## config.mk

```make
export PLATFORM = sky130hd
export DESIGN_NAME = host_axil_bridge
export DESIGN_NICKNAME = d
export VERILOG_FILES = /design/src/rtl/host_axil_pkg.sv /design/src/rtl/host_resp_fifo.sv /design/src/rtl/host_axil_bridge.sv
export SDC_FILE = /design/constraint.sdc
export NUM_CORES = 1
export LEC_CHECK = 0
export BUFFER_PORTS_ARGS = -buffer_cell sky130_fd_sc_hd__buf_2
export CORE_MARGIN = 5
export CORE_UTILIZATION = 46
export DETAILED_ROUTE_END_ITERATION = 6
export PLACE_DENSITY_LB_ADDON = 0.12
export SLEW_MARGIN = 20
export SYNTH_ARGS = -nofsm -noshare
export SYNTH_HDL_FRONTEND = slang
export SYNTH_SLANG_ARGS = --single-unit
```

## constraint.sdc

```tcl
create_clock -name clock -period 3.3 [get_ports clock]
set_input_delay 0.33 -clock clock [delete_from_list [all_inputs] [get_ports clock]]
set_output_delay 0.33 -clock clock [all_outputs]
set_load 0.01 [all_outputs]
```

## src/rtl/host_axil_pkg.sv

```systemverilog
// host_axil_pkg
// Shared types and constants for the host-to-AXI4-Lite control bridge.
//   state_t       : bridge FSM states
//   resp_entry_t  : one response-queue entry {data, code, is_write, timeout}
//   RESP_OKAY / RESP_SLVERR : AXI response codes used by the bridge
package host_axil_pkg;

    // Entry data is sized for the widest supported AXI data bus; narrower
    // builds zero-extend on push and take the low bits on pop.
    localparam int RESP_DATA_MAX = 64;

    localparam logic [1:0] RESP_OKAY   = 2'b00;
    localparam logic [1:0] RESP_SLVERR = 2'b10;

    typedef enum logic [2:0] {
        IDLE,
        RD_ADDR,
        RD_DATA,
        WR_REQ,
        WR_RESP
    } state_t;

    typedef struct packed {
        logic [RESP_DATA_MAX-1:0] data;
        logic [1:0]               code;
        logic                     is_write;
        logic                     timeout;
    } resp_entry_t;

endpackage

```

## src/rtl/host_resp_fifo.sv

```systemverilog
// host_resp_fifo
// Small synchronous FIFO holding host response entries.
// Ports:
//   i_clk, i_rst_n          : clock, asynchronous active-low reset
//   i_push_valid/o_push_ready/i_push_data : write side
//   o_pop_valid/i_pop_ready/o_pop_data    : read side (head entry)
//   o_count                 : number of stored entries
// A push and a pop in the same cycle are both accepted even when full.
module host_resp_fifo #(
    parameter int  DEPTH   = 2,
    parameter type entry_t = logic [7:0]
) (
    input  logic                         i_clk,
    input  logic                         i_rst_n,
    input  logic                         i_push_valid,
    output logic                         o_push_ready,
    input  entry_t                       i_push_data,
    output logic                         o_pop_valid,
    input  logic                         i_pop_ready,
    output entry_t                       o_pop_data,
    output logic [$clog2(DEPTH+1)-1:0]   o_count
);

    localparam int PTR_W = (DEPTH > 1) ? $clog2(DEPTH) : 1;
    localparam int CNT_W = $clog2(DEPTH + 1);

    entry_t            r_mem [DEPTH];
    logic [PTR_W-1:0]  r_wr_ptr;
    logic [PTR_W-1:0]  r_rd_ptr;
    logic [CNT_W-1:0]  r_count;
    logic              r_valid;

    logic              w_push;
    logic              w_pop;
    logic [CNT_W-1:0]  w_count_next;

    function automatic logic [PTR_W-1:0] ptr_inc(input logic [PTR_W-1:0] p);
        return (p == PTR_W'(DEPTH - 1)) ? '0 : p + 1'b1;
    endfunction

    assign w_pop        = r_valid && i_pop_ready;
    assign o_push_ready = (r_count < CNT_W'(DEPTH)) || w_pop;
    assign w_push       = i_push_valid && o_push_ready;

    always_comb begin
        w_count_next = r_count;
        case ({w_push, w_pop})
            2'b10:   w_count_next = r_count + 1'b1;
            2'b01:   w_count_next = r_count - 1'b1;
            default: w_count_next = r_count;
        endcase
    end

    always_ff @(posedge i_clk or negedge i_rst_n) begin
        if (!i_rst_n) begin
            r_wr_ptr <= '0;
            r_rd_ptr <= '0;
            r_count  <= '0;
            r_valid  <= 1'b0;
        end else begin
            if (w_push) r_wr_ptr <= ptr_inc(r_wr_ptr);
            if (w_pop)  r_rd_ptr <= ptr_inc(r_rd_ptr);
            r_count <= w_count_next;
            r_valid <= (w_count_next != '0);
        end
    end

    // Storage carries data only; occupancy is tracked by the control registers.
    always_ff @(posedge i_clk) begin
        if (w_push) r_mem[r_wr_ptr] <= i_push_data;
    end

    // Head is forced to zero when empty so the outputs are clean during reset.
    assign o_pop_valid = r_valid;
    assign o_pop_data  = r_valid ? r_mem[r_rd_ptr] : '0;
    assign o_count     = r_count;

endmodule

```

## src/rtl/host_axil_bridge.sv

```systemverilog
// host_axil_bridge
// Converts host register read/write requests into AXI4-Lite transactions on
// an accelerator's s_axi_control port, one transaction at a time.
// Ports:
//   clock, reset            : clock, asynchronous active-low reset
//   host_req_*              : host request (valid/opcode/addr/value) and deq pulse
//   host_resp_*             : response queue head (valid/ready/bits/code/is_write/timeout)
//   s_axi_control_AW/W/B/AR/R* : AXI4-Lite manager channels
module host_axil_bridge
    import host_axil_pkg::*;
#(
    parameter int HOST_ADDR_BITS = 8,
    parameter int HOST_DATA_BITS = 32,
    parameter int AXI_ADDR_BITS  = 6,
    parameter int AXI_DATA_BITS  = 32,
    parameter int AXI_STRB_BITS  = AXI_DATA_BITS / 8,
    parameter int RESP_DEPTH     = 2,
    parameter int WRITE_RESP_EN  = 0,
    parameter int TIMEOUT_CYCLES = 1024
) (
    input  logic                      clock,
    input  logic                      reset,
    input  logic                      host_req_valid,
    input  logic                      host_req_opcode,
    input  logic [HOST_ADDR_BITS-1:0] host_req_addr,
    input  logic [HOST_DATA_BITS-1:0] host_req_value,
    output logic                      host_req_deq,
    output logic                      host_resp_valid,
    input  logic                      host_resp_ready,
    output logic [HOST_DATA_BITS-1:0] host_resp_bits,
    output logic [1:0]                host_resp_code,
    output logic                      host_resp_is_write,
    output logic                      host_resp_timeout,
    output logic                      s_axi_control_AWVALID,
    input  logic                      s_axi_control_AWREADY,
    output logic [AXI_ADDR_BITS-1:0]  s_axi_control_AWADDR,
    output logic                      s_axi_control_WVALID,
    input  logic                      s_axi_control_WREADY,
    output logic [AXI_DATA_BITS-1:0]  s_axi_control_WDATA,
    output logic [AXI_STRB_BITS-1:0]  s_axi_control_WSTRB,
    input  logic                      s_axi_control_BVALID,
    output logic                      s_axi_control_BREADY,
    input  logic [1:0]                s_axi_control_BRESP,
    output logic                      s_axi_control_ARVALID,
    input  logic                      s_axi_control_ARREADY,
    output logic [AXI_ADDR_BITS-1:0]  s_axi_control_ARADDR,
    input  logic                      s_axi_control_RVALID,
    output logic                      s_axi_control_RREADY,
    input  logic [AXI_DATA_BITS-1:0]  s_axi_control_RDATA,
    input  logic [1:0]                s_axi_control_RRESP
);

    localparam int TW    = (TIMEOUT_CYCLES > 0) ? $clog2(TIMEOUT_CYCLES + 1) : 1;
    localparam int CNT_W = $clog2(RESP_DEPTH + 1);
    localparam logic [TW-1:0] TO_VAL = TW'(TIMEOUT_CYCLES);

    state_t                    r_state;
    state_t                    w_state_next;
    logic [AXI_ADDR_BITS-1:0]  r_addr;
    logic [HOST_DATA_BITS-1:0] r_wdata;
    logic                      r_opcode;
    logic                      r_aw_done;
    logic                      r_w_done;
    logic [TW-1:0]             r_tcnt;

    logic                      w_capture;
    logic                      w_timeout;
    logic                      w_slot_free;
    logic                      w_pop;
    logic                      w_arvalid, w_rready, w_awvalid, w_wvalid, w_bready;
    logic                      w_aw_fire, w_w_fire;
    logic                      w_push_req;
    logic                      w_push_ready;
    resp_entry_t               w_push_entry;
    resp_entry_t               w_head;
    logic [CNT_W-1:0]          w_count;
    logic                      w_unused;

    // A pop in the same cycle frees a slot, so a full queue being drained
    // does not stall the next capture.
    assign w_pop       = host_resp_valid && host_resp_ready;
    assign w_slot_free = (w_count < CNT_W'(RESP_DEPTH)) || w_pop;
    assign w_timeout   = (TIMEOUT_CYCLES != 0) && (r_state != IDLE) && (r_tcnt == TO_VAL);
    assign w_aw_fire   = w_awvalid && s_axi_control_AWREADY;
    assign w_w_fire    = w_wvalid && s_axi_control_WREADY;

    always_comb begin
        w_state_next = r_state;
        w_capture    = 1'b0;
        w_arvalid    = 1'b0;
        w_rready     = 1'b0;
        w_awvalid    = 1'b0;
        w_wvalid     = 1'b0;
        w_bready     = 1'b0;
        w_push_req   = 1'b0;
        w_push_entry = '0;
        if (w_timeout) begin
            // Abort: every AXI valid/ready stays low this cycle.
            w_push_req            = 1'b1;
            w_push_entry.code     = RESP_SLVERR;
            w_push_entry.is_write = r_opcode;
            w_push_entry.timeout  = 1'b1;
            w_state_next          = IDLE;
        end else begin
            case (r_state)
                IDLE: begin
                    // Gated by reset so deq stays low while reset is held.
                    if (reset && host_req_valid && w_slot_free) begin
                        w_capture    = 1'b1;
                        w_state_next = host_req_opcode ? WR_REQ : RD_ADDR;
                    end
                end
                RD_ADDR: begin
                    w_arvalid = 1'b1;
                    if (s_axi_control_ARREADY) w_state_next = RD_DATA;
                end
                RD_DATA: begin
                    w_rready = 1'b1;
                    if (s_axi_control_RVALID) begin
                        w_push_req        = 1'b1;
                        w_push_entry.data = RESP_DATA_MAX'(s_axi_control_RDATA);
                        w_push_entry.code = s_axi_control_RRESP;
                        w_state_next      = IDLE;
                    end
                end
                WR_REQ: begin
                    w_awvalid = !r_aw_done;
                    w_wvalid  = !r_w_done;
                    if ((r_aw_done || (w_awvalid && s_axi_control_AWREADY)) &&
                        (r_w_done  || (w_wvalid  && s_axi_control_WREADY)))
                        w_state_next = WR_RESP;
                end
                WR_RESP: begin
                    w_bready = 1'b1;
                    if (s_axi_control_BVALID) begin
                        w_state_next = IDLE;
                        if (WRITE_RESP_EN != 0) begin
                            w_push_req            = 1'b1;
                            w_push_entry.code     = s_axi_control_BRESP;
                            w_push_entry.is_write = 1'b1;
                        end
                    end
                end
                default: w_state_next = IDLE;
            endcase
        end
    end

    always_ff @(posedge clock or negedge reset) begin
        if (!reset) begin
            r_state   <= IDLE;
            r_opcode  <= 1'b0;
            r_aw_done <= 1'b0;
            r_w_done  <= 1'b0;
            r_tcnt    <= '0;
        end else begin
            r_state <= w_state_next;
            if (w_capture) begin
                r_opcode  <= host_req_opcode;
                r_aw_done <= 1'b0;
                r_w_done  <= 1'b0;
                r_tcnt    <= '0;
            end else begin
                if (r_state != IDLE) r_tcnt <= r_tcnt + 1'b1;
                if (w_aw_fire) r_aw_done <= 1'b1;
                if (w_w_fire)  r_w_done  <= 1'b1;
            end
        end
    end

    // Captured address/data are only observed while a valid is high.
    always_ff @(posedge clock) begin
        if (w_capture) begin
            r_addr  <= host_req_addr[AXI_ADDR_BITS-1:0];
            r_wdata <= host_req_value;
        end
    end

    host_resp_fifo #(
        .DEPTH   (RESP_DEPTH),
        .entry_t (resp_entry_t)
    ) u_resp_fifo (
        .i_clk        (clock),
        .i_rst_n      (reset),
        .i_push_valid (w_push_req),
        .o_push_ready (w_push_ready),
        .i_push_data  (w_push_entry),
        .o_pop_valid  (host_resp_valid),
        .i_pop_ready  (host_resp_ready),
        .o_pop_data   (w_head),
        .o_count      (w_count)
    );

    assign host_req_deq          = w_capture;
    assign host_resp_bits        = w_head.data[HOST_DATA_BITS-1:0];
    assign host_resp_code        = w_head.code;
    assign host_resp_is_write    = w_head.is_write;
    assign host_resp_timeout     = w_head.timeout;

    assign s_axi_control_ARVALID = w_arvalid;
    assign s_axi_control_ARADDR  = w_arvalid ? r_addr : '0;
    assign s_axi_control_RREADY  = w_rready;
    assign s_axi_control_AWVALID = w_awvalid;
    assign s_axi_control_AWADDR  = w_awvalid ? r_addr : '0;
    assign s_axi_control_WVALID  = w_wvalid;
    assign s_axi_control_WDATA   = w_wvalid ? r_wdata : '0;
    assign s_axi_control_WSTRB   = {AXI_STRB_BITS{w_wvalid}};
    assign s_axi_control_BREADY  = w_bready;

    // Sink for bits that only matter in wider builds (upper entry data,
    // host address bits above the AXI range, BRESP when acks are off) and
    // for the queue's push-ready, which the free-slot rule makes redundant.
    assign w_unused = ^{w_head.data, host_req_addr, s_axi_control_BRESP, w_push_ready};

endmodule

```

==> flow_summary.toml, run 1 <==
[cts]
postCtsSetupBuffers = 0
clockRootBuffer = "clkbuf_16"
cts_buffer_depth = 2
cts_tree = "done"
worstSkewPairLatency_ns = 0.40
cts.sinks = 132
numCtsBuffers = 17
clk_pin_slew_ns = 0.06
cts_htree_levels = 4

[routing]
firstDrtPassIters = 4
vias = 3782
drcViolationCount = 0
post_drt_wl_per_cell_um = 15.8
drtIter0Drc = 208
routed_wl_um = 12300
routed_via_density = 4.86
ant_nets = 0

[global_route]
grt_usage_pct = 16.8
grt_pass1_vias = 3898
antenna_found_initial = 2
globalRouteOverflowTotal = 0
grt_pass1_wl_um = 19300
grt_max_degree = 38

[timing]
relSlewSlack_pct = 37.1
slew_viol_final = 0
worst_pin_slew_ns = 0.931
rsz0062_at_grt = "no"
hold_slack_ns = 0.0979
fin_crit_sh_pct = 91.0
min_period_ns = 3.00
fin_worst_skew_ns = 0.00939
fmax_mhz = 333
hold_violations = 0
setup_viol = 0
fin_ws_ns = 0.296

[critical_path]
r2r_start = "r_tcnt[0]"
path_max_fanout = 37
cp.buffers_inverters = 3
slowest_stage = "or4b_4"
required_ns = 2.97
cp-startpoint = "r_tcnt[0]"
critical_path.top_delay_family = "simple AND/OR/NAND/NOR gates"
cpPeakStageDelay_ns = 0.50
startpoint_type = "flop"
path_cells = "inv_1 -> ha_1 -> or4b_4 -> nor3_4 -> nor4_2 -> buf_4 -> and2_1 -> buf_2"
crit_type = "reg2out"
crit_arrival_ns = 2.67
end_kind = "output port"

[layout]
drive_gt1_share_pct = 38.0
fin_nets = 683
n_antenna_cell = 0
area_growth_syn_to_layout_pct = 30.3
design_area_um2 = 7520
register_area_um2 = 3850
multi_input_area_um2 = 1810
final_core_util_pct = 60.3
fin_cells = 778
fill_cells = 1008

[yosys]
yosysWarnings = 0
ys_async_sr_fraction_pct = 16.7
synth_xor_area_share_pct = 0.910
syn_area_um2 = 5770
synth_top_family_by_area = "simple AND/OR/NAND/NOR gates"
ys_ff_latch = 132
synth_enable_flop_cells = 110
synth_compound_gate_area_share_pct = 4.16
avgSynthCellArea_um2 = 13.8
synth_fa_ha_area_share_pct = 0.650
yosys.area_share.simple_pct = 18.7
muxShareOfSynthArea_pct = 6.44
yosysSeqAreaShare_pct = 66.7
syn_nets = 506
syn_inst = 417
synth_cell_type_count = 50
synth_top_flop_cell = "edfxtp_1"

[power_and_ir_drop]
combPwrFrac_pct = 28.2
clkPwrFrac_pct = 33.1
leakage_nw = 3.25
peakVddDrop_mv = 0.308
switching_share_pct = 30.1
power_switching_w = 0.00183
pwr-share-seq_pct = 38.7
p_per_area_nw_per_um2 = 807
p_int_w = 0.00424

[die]
die_w_um = 122
num_rows = 41
dieHeight_um = 122
pin_count = 177
die_area_um2 = 14900
initial_utilization_pct = 46.3
core_region_area_um2 = 12500

[placement]
place_inst = 746
dpl-instance-area_um2 = 6880
place_ws_ns = 0.583
gp_congestion = 0.797
portBuffers = 172
dp_hpwl_um = 8240

[hold_path]
min_path_type = "in2reg"
min_from = "host_req_addr[0]"

[run_status]
outcome = "completed"

[run]
maxCapViolations = 0
## cells by family after synthesis
group                      Yosys count
xor gates and xnor gates             6
buffers and inverters               30
adders and majority gates            3
DFF                                132
and+or+nand+nor                    176
muxes                               37
AOI/OAI and AO/OA                   33
## final cells by class
cell class                 count  share of cell area (%)
clock buffer                  17                    5.66
clock inverter                14                    2.81
inverter                       5                   0.250
multi-input combinational    255                    24.1
sequential                   132                    51.2
tap                          172                    2.86
timing repair buffer         183                    13.1
## metrics by stage
stage | setup TNS (ns) | power, W
after floorplan | -13.20 | 0.00347
after CTS | 0 | 0.00616
after global routing | 0 | 0.00641
after global placement | 0 | 0.00409
final | 0 | 0.00607
after detailed placement | 0 | 0.00413
## flip-flops by register name, indices dropped and copies added, names as in the netlist
signal	count
u_resp_fifo.r_mem	72
u_resp_fifo.r_rd_ptr	1
r_aw_done	1
r_state	3
r_opcode	1
r_addr	6
r_wdata	32
u_resp_fifo.o_count	2
u_resp_fifo.r_wr_ptr	1
u_resp_fifo.o_pop_valid	1
r_w_done	1
r_tcnt	11
## power by group through the flow
stage	combinational (W)	sequential (W)	clock [W]
global placement	0.00171	0.00237	0
floorplan	0.00121	0.00226	0
finish	0.00171	0.00235	0.00201
detailed placement	0.00174	0.00238	0
CTS	0.00176	0.00235	0.00205
global route	0.00190	0.00239	0.00212
## path summary, 6_finish.rpt
check / depth (start not counted) / slack (ns) / end
worst min register to register: 1 / 0.47 / u_resp_fifo.o_count[1]
worst min-delay path: 1 / 0.1 / r_addr[0]
worst max-delay path: 8 / 0.30 / s_axi_control_WDATA[10]
worst max register to register: 10 / 0.59 / u_resp_fifo.o_pop_valid
max in group asynchronous: 2 / 2.45 / u_resp_fifo.r_rd_ptr
min in group asynchronous: 2 / 0.44 / r_tcnt[7]
## worst register-to-register path, stage by stage (launching register included)
cell and delay, ns:
dfrtp_1 0.42, inv_1 0.11, ha_1 0.15, or4b_4 0.50, nor4_4 0.35, o21ai_2 0.21
ha_1 0.24, xnor2_1 0.14, nor2_1 0.06, xor2_1 0.15, or2_2 0.27
## cells in the mapped netlist (2+ instances only)
cell      count  area, µm²
and2_1       79        494
xor2_1        3       26.3
nor2_1       18       67.6
buf_4         4       30.0
nor3_1        4       20.0
o21ai_0       6       30.0
nor4b_1       2       17.5
nor4_1        3       18.8
and4_1        2       17.5
clkbuf_1     14       52.6
ha_1          3       37.5
a21oi_1       3       15.0
edfxtp_1    110       3300
a22o_1        4       35.0
or3_1         2       12.5
buf_2         3       15.0
o21bai_1      3       22.5
inv_1         5       18.8
mux2i_1      36        360
or2_2         2       12.5
a31oi_1       4       25.0
o31a_1        2       17.5
nand2_1      10       37.5
buf_1         3       11.3
xnor2_1       3       26.3
nand3_1       6       30.0
a211o_1       2       17.5
dfrtp_1      22        551
or4b_4        2       27.5
nor2b_1      37        231
## placed cells by master (no fill, tap or decap), types with 6 or more instances in the layout
cell         n
and2_1      79
buf_2      172
buf_4        7
clkbuf_16   17
dfrtp_1     21
edfxtp_1   110
mux2i_1     36
nand2_1     10
nand3_1      6
nor2_1      15
nor2b_1     36
o21ai_0      6
## metal layers
metal / part of all wire [%] / global-route usage (%) / vias up
met5: 0.17 / 0 / -
met4: 0.76 / 4.62 / 4
met3: 8.7 / 6.92 / 13
met2: 48 / 27.2 / 131
met1: 42 / 21.0 / 1786
li1: - / - / 1848
## timing repair
item                      CTS  global route
hold endpoints to repair   22             0
gates resized for setup     0             0
hold buffers                1             0
No activity file was read; power rests on OpenSTA's default activity.
==> inputs of run 2 (changes only) <==
--- a/config.mk
+++ b/config.mk
@@ -7,7 +7,7 @@
 export LEC_CHECK = 0
 export BUFFER_PORTS_ARGS = -buffer_cell sky130_fd_sc_hd__buf_2
 export CORE_MARGIN = 5
-export CORE_UTILIZATION = 46
+export CORE_UTILIZATION = 55
 export DETAILED_ROUTE_END_ITERATION = 6
 export PLACE_DENSITY_LB_ADDON = 0.12
 export SLEW_MARGIN = 20
==> constraint.sdc (replaced) <==
create_clock -name clock -period 3.9 [get_ports clock]
set_input_delay 0.39 -clock clock [delete_from_list [all_inputs] [get_ports clock]]
set_output_delay 0.39 -clock clock [all_outputs]
set_load 0.01 [all_outputs]
==> run 2 against run 1 <==
Against the previous run: clock skew increased by 0.00051 ns; critical endpoint is now s_axi_control_WDATA[2]; clock power decreased by 18%; cell count fell by 4.9%.
==> flow_summary.toml, run 2 (synthesis gave the netlist of run 1 again) <==
[critical_path]
cp-startpoint = "r_tcnt[0]"
crit_arrival_ns = 2.87
end_kind = "output port"
crit_path_end = "s_axi_control_WDATA[2]"
required_ns = 3.51
cp.depth = 8
timing.rr.end = "u_resp_fifo.o_pop_valid"
path_cells = "inv_1 -> ha_1 -> or4b_4 -> nor3_4 -> nor4_2 -> buf_4 -> and2_1 -> buf_2"
crit_type = "reg2out"
critical_path.top_delay_family = "simple AND/OR/NAND/NOR gates"
r2r_start = "r_tcnt[0]"
regToRegSetupSlack_ns = 1.14
startpoint_type = "flop"
cpPeakStageDelay_ns = 0.50
slowest_stage = "or4b_4"
path_max_fanout = 37
reg2reg_depth = 10
cp.buffers_inverters = 3

[power_and_ir_drop]
p_per_area_nw_per_um2 = 681
leakage_nw = 3.22
total_power_w = 0.00504
peakVddDrop_mv = 0.357

[layout]
multi_input_area_um2 = 1820
fill_cells = 736
final_cell_mix = "buf_2, edfxtp_1, and2_1"
drive_gt1_share_pct = 37.7
n_antenna_cell = 0
layout_commonest_cell = "buf_2"
regMostFlops = "u_resp_fifo.r_mem"
fin_cells = 740
largestRegisters = "u_resp_fifo.r_mem: 72 flops, r_wdata: 32 flops, r_tcnt: 11 flops"
register_area_um2 = 3850
fin_nets = 680
largest_register_ffs = 72
area_growth_syn_to_layout_pct = 28.3

[die]
pin_count = 177
dieHeight_um = 112
die_area_um2 = 12600
num_rows = 37
initial_utilization_pct = 56.2
core_region_area_um2 = 10300
die_w_um = 112

[routing]
ant_nets = 0
routed_via_density = 5.19
post_drt_wl_per_cell_um = 16.1
drtIter0Drc = 246
drcViolationCount = 0
vias = 3843
firstDrtPassIters = 4
routed_wl_um = 11900

[cts]
cts_resized = 0
worstSkewPairLatency_ns = 0.51
numCtsBuffers = 17
cts.sinks = 132
cts_tree = "done"
cts_buffer_depth = 2
clk_pin_slew_ns = 0.06
clockRootBuffer = "clkbuf_8"
cts_htree_levels = 4

[timing]
rsz0062_at_grt = "no"
relSlewSlack_pct = 26.0
fin_worst_skew_ns = 0.00990
slew_viol_final = 0
setup_tns_ns = 0
setup_viol = 0
worst_pin_slew_ns = 1.11
fmax_mhz = 306
fin_crit_sh_pct = 83.7
hold_violations = 0
min_period_ns = 3.26
hold_slack_ns = 0.0557

[run]
maxCapViolations = 0

[global_route]
grt_pass1_vias = 3998
grt_pass1_wl_um = 19400
globalRouteOverflowTotal = 0
antenna_found_initial = 1
grt_max_degree = 40
grt_usage_pct = 19.5

[hold_path]
min_path_type = "in2reg"

[placement]
place_inst = 707
portBuffers = 172
gp_congestion = 0.775
dp_hpwl_um = 8030

[run_status]
outcome = "completed"
[run 2: worst min path at each step]
stage	from	to	slack, ns	cells after the start
5_1_grt	host_req_addr[1]	r_addr[1]	0.02	1
2_1_floorplan	reset	r_aw_done	0.09	0
4_1_cts	host_req_addr[0]	r_addr[0]	0.03	1
3_5_place_dp	reset	u_resp_fifo.o_pop_valid	0.41	1
6_report	host_req_addr[0]	r_addr[0]	0.06	1
3_3_place_gp	reset	r_state[2]	0.40	1
[run 2: power breakdown]
| part | internal (W) | switching, W | total (W) |
|---|---|---|---|
| registers | 0.00180 | 0.000230 | 0.00203 |
| clock network | 0.00107 | 0.000566 | 0.00164 |
| logic | 0.000636 | 0.000735 | 0.00137 |
| total | 0.00351 | 0.00153 | 0.00504 |
[run 2: final cells by class]
type | instances | area share, %
clock inverter | 12 | 2.40
clock buffer | 20 | 6.01
timing repair buffer | 180 | 12.5
sequential | 132 | 52.0
tap | 136 | 2.30
multi-input combinational | 255 | 24.5
inverter | 5 | 0.253
[run 2: metal layers]
| layer | share of wire (%) | GRT usage (%) |
|---|---|---|
| met4 | 1.5 | 6.89 |
| met3 | 7.4 | 6.52 |
| met5 | 0.11 | 0 |
| met2 | 51 | 33.4 |
| met1 | 40 | 23.0 |
[run 2: timing repair]
item / 4_1_cts / 5_1_grt
setup buffers: 0 / 0
hold buffers: 1 / 0
hold endpoints to repair: 22 / 0
[run 2: per-stage QoR]
| stage | area [µm²] | worst slack, ns | util (%) |
|---|---|---|---|
| after detailed placement | 6780 | 1.16 | 65.9 |
| after global placement | 6770 | 1.23 | 65.9 |
| after global routing | 7410 | 0.505 | 72.1 |
| after CTS | 7410 | 0.580 | 72.1 |
| after floorplan | 5770 | 0.417 | - |
| final | 7410 | 0.637 | 72.1 |
[run 2: worst register-to-register path, cell delays in order, from the launching register on]
cell	delay [ns]
dfrtp_1	0.42
inv_1	0.12
ha_1	0.16
or4b_4	0.50
nor4_4	0.37
o21ai_2	0.21
ha_1	0.24
xnor2_1	0.14
nor2_1	0.07
xor2_1	0.14
or2_2	0.27
==> inputs of run 3 (changes only) <==
--- a/config.mk
+++ b/config.mk
@@ -5,9 +5,10 @@
 export SDC_FILE = /design/constraint.sdc
 export NUM_CORES = 1
 export LEC_CHECK = 0
+export ABC_AREA = 1
 export BUFFER_PORTS_ARGS = -buffer_cell sky130_fd_sc_hd__buf_2
 export CORE_MARGIN = 5
-export CORE_UTILIZATION = 55
+export CORE_UTILIZATION = 47
 export DETAILED_ROUTE_END_ITERATION = 6
 export PLACE_DENSITY_LB_ADDON = 0.12
 export SLEW_MARGIN = 20
==> constraint.sdc (replaced) <==
create_clock -name clock -period 2.7 [get_ports clock]
set_input_delay 0.27 -clock clock [delete_from_list [all_inputs] [get_ports clock]]
set_output_delay 0.27 -clock clock [all_outputs]
set_load 0.01 [all_outputs]
==> run 3 against run 2 <==
Against the previous run: combinational power increased by 83%; cell area increased by 4.6%; critical endpoint is now s_axi_control_WDATA[9]; power increased by 52%.
==> flow_summary.toml, run 3 <==
[run_status]
outcome = "completed"

[global_route]
globalRouteOverflowTotal = 0
grt_pass1_vias = 4509
grt_usage_pct = 18.1
grt_max_degree = 38
grt_pass1_wl_um = 21200
antenna_found_initial = 0

[layout]
fin_nets = 831
fill_cells = 1071
largest_register_ffs = 72
register_area_um2 = 3850
area_growth_syn_to_layout_pct = 27.3
largestRegisters = "u_resp_fifo.r_mem: 72 flops, r_wdata: 32 flops, r_tcnt: 11 flops"
regMostFlops = "u_resp_fifo.r_mem"
multi_input_area_um2 = 1790
final_cell_mix = "buf_2, nor2_1, edfxtp_1"
drive_gt1_share_pct = 36.0
final_core_util_pct = 61.1
layout_commonest_cell = "buf_2"

[cts]
cts_buffer_depth = 2
worstSkewPairLatency_ns = 0.40
clockRootBuffer = "clkbuf_16"
numCtsBuffers = 17
cts_tree = "done"
cts.sinks = 132
cts_htree_levels = 4
clk_pin_slew_ns = 0.06
postCtsSetupBuffers = 0

[routing]
ant_nets = 0
drcViolationCount = 0
firstDrtPassIters = 4
post_drt_wl_per_cell_um = 14.6
vias = 4333
drtIter0Drc = 314
routed_wl_um = 13600
routed_via_density = 4.67

[power_and_ir_drop]
leakage_nw = 3.56
p_per_area_nw_per_um2 = 988
peakVddDrop_mv = 0.553

[yosys]
synth_top_family_by_area = "simple AND/OR/NAND/NOR gates"
synth_top_flop_cell = "edfxtp_1"
synth_compound_gate_area_share_pct = 5.40
synth_xor_area_share_pct = 0.719
ys_async_sr_fraction_pct = 16.7
synth_fa_ha_area_share_pct = 0.617
avgSynthCellArea_um2 = 10.8
synth.area.top_cells = "edfxtp_1, dfrtp_1, nor2_1"
ys_ff_latch = 132
synth_cell_type_count = 36
yosysMostFrequentCell = "nor2_1"
muxShareOfSynthArea_pct = 0
yosys.area_share.simple_pct = 22.2
yosysWarnings = 0
yosysSeqAreaShare_pct = 63.3
yosysTopAreaCell = "edfxtp_1"
yosys.area.top_type_share_pct = 54.3
synth_enable_flop_cells = 110
syn_inst = 564
syn_nets = 653
syn_area_um2 = 6090
synthTopCellsByCount = "nor2_1, edfxtp_1, inv_1"

[placement]
dp_hpwl_um = 9200
portBuffers = 172
gp_congestion = 0.848

[die]
core_region_area_um2 = 12700
die_w_um = 124
initial_utilization_pct = 48.0
die_area_um2 = 15300
num_rows = 41
dieHeight_um = 124
pin_count = 177

[timing]
relSlewSlack_pct = 52.4
fin_worst_skew_ns = 0.00883
setup_viol = 0
hold_slack_ns = 0.0382
hold_violations = 0
fmax_mhz = 404
fin_crit_sh_pct = 91.6
rsz0062_at_grt = "no"
min_period_ns = 2.47
worst_pin_slew_ns = 0.713
slew_viol_final = 0

[critical_path]
regToRegSetupSlack_ns = 0.31
reg2reg_depth = 13
path_max_fanout = 11
crit_arrival_ns = 2.20
end_kind = "output port"
crit_path_end = "s_axi_control_WDATA[9]"
r2r_start = "r_tcnt[1]"
crit_type = "reg2out"
cp-startpoint = "r_tcnt[1]"
timing.rr.end = "u_resp_fifo.o_pop_valid"
startpoint_type = "flop"
required_ns = 2.43

[run]
maxCapViolations = 0

[hold_path]
min_path_type = "in2reg"
holdPathStages = 1
## run 3: cell count changes after synthesis, sizes merged, moves of 7 or more
cell,before,now
and2,79,1
buf,11,18
clkbuf,14,7
inv,5,74
mux2i,36,0
nand2,10,67
nor2,18,174
nor2b,37,0
o21ai,7,50
## run 3: power by group
group | switching (W) | internal, W | total, W
Sequential | 0.000155 | 0.00261 | 0.00276
Combinational | 0.00166 | 0.000852 | 0.00251
Clock | 0.000796 | 0.00158 | 0.00238
Total | 0.00261 | 0.00504 | 0.00765
## run 3: worst min path at each step
| stage | startpoint | endpoint | slack, ns |
|---|---|---|---|
| 2_1_floorplan | reset | r_aw_done | -0.03 |
| 6_report | host_req_addr[1] | r_addr[1] | 0.04 |
| 3_3_place_gp | reset | r_tcnt[0] | 0.32 |
| 5_1_grt | host_req_value[31] | r_wdata[31] | 0.006 |
| 3_5_place_dp | reset | r_tcnt[1] | 0.32 |
| 4_1_cts | host_req_value[1] | r_wdata[1] | 0.02 |
## run 3: per-layer routing
layer,up-vias,share of wire (%),global-route usage [%]
met5,-,0,0
met4,0,1.6,8.58
met3,14,6.5,5.45
met2,129,52,30.6
met1,2013,40,21.1
li1,2177,-,-
## run 3: layout make-up
cell class	count	share of cell area (%)
Timing Repair Buffer	183	12.7
Antenna cell	1	0.0323
Inverter	74	3.68
Clock inverter	11	2.03
Tap cell	172	2.78
Clock buffer	21	5.94
Sequential cell	132	49.7
Multi-Input combinational cell	334	23.1
## run 3: cells by family after synthesis
family,count (synthesis)
AOI/OAI and AO/OA,61
DFF,132
buffers and inverters,99
xor gates and xnor gates,5
adders and majority gates,3
and+or+nand+nor,264
## run 3: metrics by stage
| stage | setup TNS, ns | worst slack, ns | area (µm²) | instances | total power [W] |
|---|---|---|---|---|---|
| global placement | 0 | 0.373 | 7100 | 893 | 0.00527 |
| finish | 0 | 0.226 | 7750 | 928 | 0.00765 |
| floorplan | -29.03 | -0.403 | 6090 | 564 | 0.00446 |
| detailed placement | 0 | 0.316 | 7100 | 893 | 0.00532 |
| global route | 0 | 0.0884 | 7740 | 927 | 0.00813 |
| CTS | 0 | 0.0286 | 7730 | 926 | 0.00772 |
## run 3: timing repair
action,CTS,global route
gates resized for setup,0,1
hold buffers,1,0
endpoints found under the hold margin,22,0
setup endpoints to repair,0,21
## run 3: worst max-delay path: stages, from the launching register on
cell	delay [ns]
dfrtp_1	0.38
inv_1	0.12
ha_1	0.16
inv_1	0.03
nor2_1	0.11
and3_1	0.22
nand2_4	0.09
nand2_4	0.08
inv_6	0.05
nand2_8	0.16
buf_4	0.21
nor2_4	0.04
buf_2	0.14
